===== src/rtl/btn_pkg.sv =====
// Shared constants, repeat FSM encoding and width helpers
// for the push-button conditioner.
package btn_pkg;

    localparam int NUM_BTN           = 4;
    localparam int DEBOUNCE_DEF      = 1000000;
    localparam int REPEAT_DELAY_DEF  = 50000000;
    localparam int REPEAT_PERIOD_DEF = 10000000;

    typedef enum logic [1:0] {
        IDLE   = 2'd0,
        DELAY  = 2'd1,
        REPEAT = 2'd2
    } rep_state_t;

    function automatic int cnt_width(input int n);
        return $clog2(n) + 1;
    endfunction

    function automatic int max2(input int a, input int b);
        return (a > b) ? a : b;
    endfunction

endpackage


===== src/rtl/debounce_channel.sv =====
// One button: 2-flop synchronizer, debounce counter, auto-repeat FSM.
// "release" is a reserved word, hence the release_pulse port name.
module debounce_channel
    import btn_pkg::*;
#(
    parameter int DEBOUNCE_CYCLES = DEBOUNCE_DEF,
    parameter int REPEAT_DELAY    = REPEAT_DELAY_DEF,
    parameter int REPEAT_PERIOD   = REPEAT_PERIOD_DEF,
    parameter bit REPEAT_EN       = 1'b1
) (
    input  logic clk,
    input  logic rst_n,
    input  logic button,
    output logic level,
    output logic press,
    output logic release_pulse
);

    localparam int DW = cnt_width(DEBOUNCE_CYCLES);
    localparam int RW = cnt_width(max2(REPEAT_DELAY, REPEAT_PERIOD));

    logic          sync1;
    logic          s;
    logic [DW-1:0] dcnt;
    logic [RW-1:0] rcnt;
    logic [RW-1:0] rcnt_next;
    rep_state_t    state;
    rep_state_t    state_next;
    logic          flip;
    logic          rise;
    logic          fall;
    logic          rep_fire;

    assign flip = (s != level) && (dcnt == DW'(DEBOUNCE_CYCLES - 1));
    assign rise = flip && !level;
    assign fall = flip && level;

    always_ff @(posedge clk or negedge rst_n) begin
        if (!rst_n) begin
            sync1         <= 1'b0;
            s             <= 1'b0;
            dcnt          <= '0;
            level         <= 1'b0;
            press         <= 1'b0;
            release_pulse <= 1'b0;
            state         <= IDLE;
            rcnt          <= '0;
        end else begin
            sync1         <= button;
            s             <= sync1;
            if ((s == level) || flip) begin
                dcnt <= '0;
            end else begin
                dcnt <= dcnt + DW'(1);
            end
            if (flip) begin
                level <= ~level;
            end
            press         <= rise | rep_fire;
            release_pulse <= fall;
            state         <= state_next;
            rcnt          <= rcnt_next;
        end
    end

    // A falling level always wins over a due repeat pulse.
    always_comb begin
        state_next = state;
        rcnt_next  = rcnt;
        rep_fire   = 1'b0;
        unique case (state)
            IDLE: begin
                if (rise && REPEAT_EN) begin
                    state_next = DELAY;
                    rcnt_next  = '0;
                end
            end
            DELAY: begin
                if (fall) begin
                    state_next = IDLE;
                    rcnt_next  = '0;
                end else if (rcnt == RW'(REPEAT_DELAY - 1)) begin
                    state_next = REPEAT;
                    rcnt_next  = '0;
                    rep_fire   = 1'b1;
                end else begin
                    rcnt_next = rcnt + RW'(1);
                end
            end
            REPEAT: begin
                if (fall) begin
                    state_next = IDLE;
                    rcnt_next  = '0;
                end else if (rcnt == RW'(REPEAT_PERIOD - 1)) begin
                    rcnt_next = '0;
                    rep_fire  = 1'b1;
                end else begin
                    rcnt_next = rcnt + RW'(1);
                end
            end
            default: begin
                state_next = IDLE;
                rcnt_next  = '0;
            end
        endcase
    end

endmodule


===== src/rtl/button_conditioner.sv =====
// Four independent debounced buttons with press/release pulses
// and optional auto-repeat; reset release is synchronized here.
module button_conditioner
    import btn_pkg::*;
#(
    parameter int DEBOUNCE_CYCLES = DEBOUNCE_DEF,
    parameter int REPEAT_DELAY    = REPEAT_DELAY_DEF,
    parameter int REPEAT_PERIOD   = REPEAT_PERIOD_DEF,
    parameter bit REPEAT_EN       = 1'b1
) (
    input  logic               clk,
    input  logic               rst_n,
    input  logic [NUM_BTN-1:0] button,
    output logic [NUM_BTN-1:0] level,
    output logic [NUM_BTN-1:0] press,
    output logic [NUM_BTN-1:0] release_pulse
);

    logic [1:0] rst_pipe;
    logic       rst_sync_n;

    // Asserts immediately, releases two edges after rst_n rises.
    always_ff @(posedge clk or negedge rst_n) begin
        if (!rst_n) begin
            rst_pipe <= 2'b00;
        end else begin
            rst_pipe <= {rst_pipe[0], 1'b1};
        end
    end

    assign rst_sync_n = rst_pipe[1];

    for (genvar i = 0; i < NUM_BTN; i++) begin : g_ch
        debounce_channel #(
            .DEBOUNCE_CYCLES(DEBOUNCE_CYCLES),
            .REPEAT_DELAY   (REPEAT_DELAY),
            .REPEAT_PERIOD  (REPEAT_PERIOD),
            .REPEAT_EN      (REPEAT_EN)
        ) u_ch (
            .clk          (clk),
            .rst_n        (rst_sync_n),
            .button       (button[i]),
            .level        (level[i]),
            .press        (press[i]),
            .release_pulse(release_pulse[i])
        );
    end

endmodule


===== config.mk =====
export PLATFORM = sky130hd
export DESIGN_NAME = button_conditioner
export DESIGN_NICKNAME = d
export VERILOG_FILES = /design/src/rtl/btn_pkg.sv /design/src/rtl/debounce_channel.sv /design/src/rtl/button_conditioner.sv
export SDC_FILE = /design/constraint.sdc
export NUM_CORES = 1
export LEC_CHECK = 0
export ABC_AREA = 1
export CAP_MARGIN = 20
export CORE_UTILIZATION = 35
export DETAILED_ROUTE_END_ITERATION = 8
export HOLD_SLACK_MARGIN = 0.12
export PLACE_DENSITY = 0.46
export REMOVE_ABC_BUFFERS = 1
export SYNTH_ARGS = -nofsm -noshare
export SYNTH_HDL_FRONTEND = slang
export SYNTH_HIERARCHICAL = 1
export SYNTH_SLANG_ARGS = --single-unit

===== constraint.sdc =====
create_clock -name clk -period 18.95 [get_ports clk]
set_input_delay 3.79 -clock clk [delete_from_list [all_inputs] [get_ports clk]]
set_output_delay 3.79 -clock clk [all_outputs]
set_load 0.01 [all_outputs]

==> flow_summary_export.csv <==
group,metric,value,unit
grt,grt_antenna_before_repair,0,
grt,via_count_of_the_first_global_routing_pass,11300,
worst_setup_path,cp_data_required_time,15.16,ns
worst_setup_path,critPathBufInv,1,
logic_synthesis,synthesis.yosys.warnings,6,
sta,fin_ws,13.66,ns
logic_synthesis,synth-seq-area-share,0.405,
grt,grt_first_pass_wirelength,55600,um
logic_synthesis,synth_compound_gate_area_share,0.0664,
worst_setup_path,cp-start-kind,"flop",
cts,clock_sinks,222,
sta,finalClockSkew,0.0129,ns
cts,htreeDepth,1,
grt,grt_busiest_layer,"met2",
placement,count_of_input_and_output_buffers,17,
worst_setup_path,worstReg2RegStart,"g_ch[3].u_ch/rcnt[0]$_DFFE_PN0P_",
worst_setup_path,critical_path_class,"flop to output port",
logic_synthesis,multiplexer_fraction_of_the_synthesized_cell_area,0,
finish,area_growth,13.0,%
placement,post_detailed_placement_half_perimeter_wirelength,23100,um
placement,post-place-cells,2394,
power_and_ir_drop,power.leakage,7.09,nW
cts,path_clk_slew,0.06,ns
sta,max_slew_margin,0.484,
sta,finalMaxSlewViolations,0,
worst_setup_path,critPathMaxStageDelay,0.56,ns
power_and_ir_drop,switchingPower,0.239,mW
worst_setup_path,critical_path.cell_chain,"clkdlybuf4s50_1",
finish,layoutNonFillerInstCount,2450,
sta,rsz0062_at_grt,"no",
drt,detailroute.via_count,11800,
logic_synthesis,netlist_area,13700,um2
finish,post_route_cells_drive_above_1_share,0.0787,
logic_synthesis,netlist_instances,1885,
worst_setup_path,worst_path_dominant_cell_family,"buffers and inverters",
logic_synthesis,yosys.area_share.xor_xnor,0.0486,
grt,groute.layer.met3.usage,0.0203,
sta,tightestPinTransition,0.774,ns
grt,grtUsageTotal,0.168,
logic_synthesis,synthDistinctLibCells,45,
sta,setup-tns-final,0,ns
worst_setup_path,crit_slowest_cell,"clkdlybuf4s50_1",
grt,groute.layer.met2.usage,0.271,
finish,finish.net_count,1935,
power_and_ir_drop,worst_ir_drop_vdd,0.0573,mV
power_and_ir_drop,comb_power_share,0.016,
run_status,status,"finished clean",
drt,route.antenna.remaining_nets,0,
power_and_ir_drop,power-per-cell-area,73.3,nW/um2
drt,drt_first_pass_iters,7,
power_and_ir_drop,cell_internal_pwr,0.897,mW
sta,finalHoldViolCount,0,
worst_hold_path,worstHoldPathType,"flop to asynchronous set/reset pin",
power_and_ir_drop,sw_frac_of_total,0.210,
floorplan,fp-row-count,72,
flow_run,drv.max_cap_violation_count,0,
placement,post-place-ws,14.22,ns
worst_setup_path,cp_max_fo,4,
logic_synthesis,synth.ff_latch_count,222,
sta,post-route-min-period,5.29,ns
finish,most_common_cell_after_layout_fill_and_taps_aside,"nand2_1",
grt,global_route.overflow_total,0,
worst_setup_path,reg_to_reg_end,"g_ch[3].u_ch/rcnt[9]$_DFFE_PN0P_",
cts,postCtsHoldBufs,0,
floorplan,effective_utilization_at_floorplan,0.355,
worst_setup_path,endpoint_kind_of_the_worst_setup_timing_path,"output port",
finish,antenna_cells,0,
logic_synthesis,synth_top_family_by_area,"simple AND/OR/NAND/NOR gates",
logic_synthesis,synth_area_in_adders,0.0183,
cts,clk_latency,0.56,ns
drt,detail_route.wirelength,32600,um
logic_synthesis,synth_simple_gate_area_share,0.380,
floorplan,floorplan.io_pins,18,
drt,detail_route.drc_violations,0,
cts,postCtsResizedCells,0,
cts,clock_tree.root_cell,"clkbuf_16",
sta,max_freq,189,MHz
sta,fin_crit_sh,0.279,
power_and_ir_drop,share_of_power_burned_in_the_clock_network,0.560,
logic_synthesis,async_flop_share,1.00,
worst_setup_path,regToRegSetupSlack,16.76,ns
drt,drtIter0Drc,619,
floorplan,core,38600,um2
logic_synthesis,avgSynthCellArea,7.27,um2
placement,gp_congestion,0.877,
grt,grt.met1_usage,0.237,
worst_setup_path,worstPathArrival,1.50,ns
cts,numCtsBuffers,31,
logic_synthesis,synth-edff-count,0,
sta,final_report_setup_violation_count,0,
cts,post-cts-setup-buffers,0,
cts,clock_path_buffers,3,
floorplan,die_width,200,um
drt,via_per_inst,4.82,
power_and_ir_drop,power,1.14,mW
cts,clock_tree_from_tritoncts,"yes",
drt,detail_route.wl_per_cell,13.3,um
floorplan,fp.dieArea,40000,um2
power_and_ir_drop,power.share.sequential,0.424,
worst_setup_path,worst_reg2reg_path_length_in_cells,10,
floorplan,die_y,200,um
logic_synthesis,synthFlopType,"dfrtp_1",
finish,mostFrequentLayoutCells,"480 x nand2_1, 263 x nor2_1, 229 x inv_1, 221 x dfrtp_1, 175 x nand3_1",
grt,grt_max_degree,139,
[cell usage after synthesis (all sizes together) (10+ instances only)]
cell type,instances,share of area
nand2,493,0.14
nor2,288,0.089
inv,237,0.065
dfrtp,222,0.41
nand3,184,0.070
a21oi,83,0.031
nor3,80,0.032
xor2,61,0.039
o21ai,57,0.026
nand4,42,0.022
nand3b,30,0.016
buf,22,0.013
ha,20,0.018
xnor2,15,0.0096
clkbuf,10,0.0027
[worst max path at each step]
stage | startpoint | endpoint | cells past startpoint
global placement | g_ch[3].u_ch/level$_DFFE_PN0N_ | level[3] | 1
floorplan | rst_pipe[1]$_DFF_PN0_ | g_ch[0].u_ch/dcnt[0]$_DFF_PN0_ | 0
detailed placement | g_ch[3].u_ch/level$_DFFE_PN0N_ | level[3] | 1
finish | g_ch[3].u_ch/level$_DFFE_PN0N_ | level[3] | 1
CTS | g_ch[3].u_ch/level$_DFFE_PN0N_ | level[3] | 1
global route | g_ch[3].u_ch/level$_DFFE_PN0N_ | level[3] | 1
[routing by layer]
| layer | vias to the layer above | routed length, um | part of all wire |
|---|---|---|---|
| met2 | 124 | 14600 | 0.45 |
| met5 | - | 0 | 0 |
| met4 | 0 | 592 | 0.018 |
| met3 | 42 | 969 | 0.030 |
| met1 | 5554 | 16500 | 0.50 |
| li1 | 6091 | - | - |
[sequential cells by signal, indices dropped and copies added, names as in the netlist]
name                     flops
g_ch.u_ch/rcnt             108
g_ch.u_ch/dcnt              84
g_ch.u_ch/state              8
g_ch.u_ch/level              4
g_ch.u_ch/press              4
g_ch.u_ch/release_pulse      4
g_ch.u_ch/s                  4
g_ch.u_ch/sync1              4
rst_pipe                     2
[cells by family (layout without fill, tap and decap cells)]
logic type / after synthesis / in the layout
simple gates: 1138 / 1138
buf+inv: 269 / 316
flops: 222 / 222
compound gates: 159 / 159
xor+xnor: 76 / 76
fa+ha+maj: 20 / 20
other cells: 1 / 1
[area by class of cell]
class                           instances  area [um2]
Clock inverter                         16         258
Inverter                              237         897
Fill cell                            3994       23200
Multi-Input combinational cell       1394        7030
Tap cell                              518         648
Timing Repair Buffer                   23         228
Sequential cell                       222        5560
Clock buffer                           40         870
[per-stage QoR]
step / area [um2] / hold WS, ns / util
after floorplan: 13500 / 0.331 / -
after global placement: 14400 / 0.289 / 0.372
after detailed placement: 14400 / 0.289 / 0.372
after CTS: 15500 / 0.296 / 0.401
after global routing: 15500 / 0.315 / 0.401
final: 15500 / 0.268 / 0.401
[power by group through the flow]
stage / sequential [mW] / combinational, mW / clock (mW)
2_1_floorplan: 0.495 / 0.00618 / 0
4_1_cts: 0.481 / 0.0195 / 0.658
3_5_place_dp: 0.490 / 0.0195 / 0
3_3_place_gp: 0.490 / 0.0196 / 0
5_1_grt: 0.482 / 0.0218 / 0.676
6_report: 0.481 / 0.0183 / 0.636
Power figures use the tool's default switching activity.
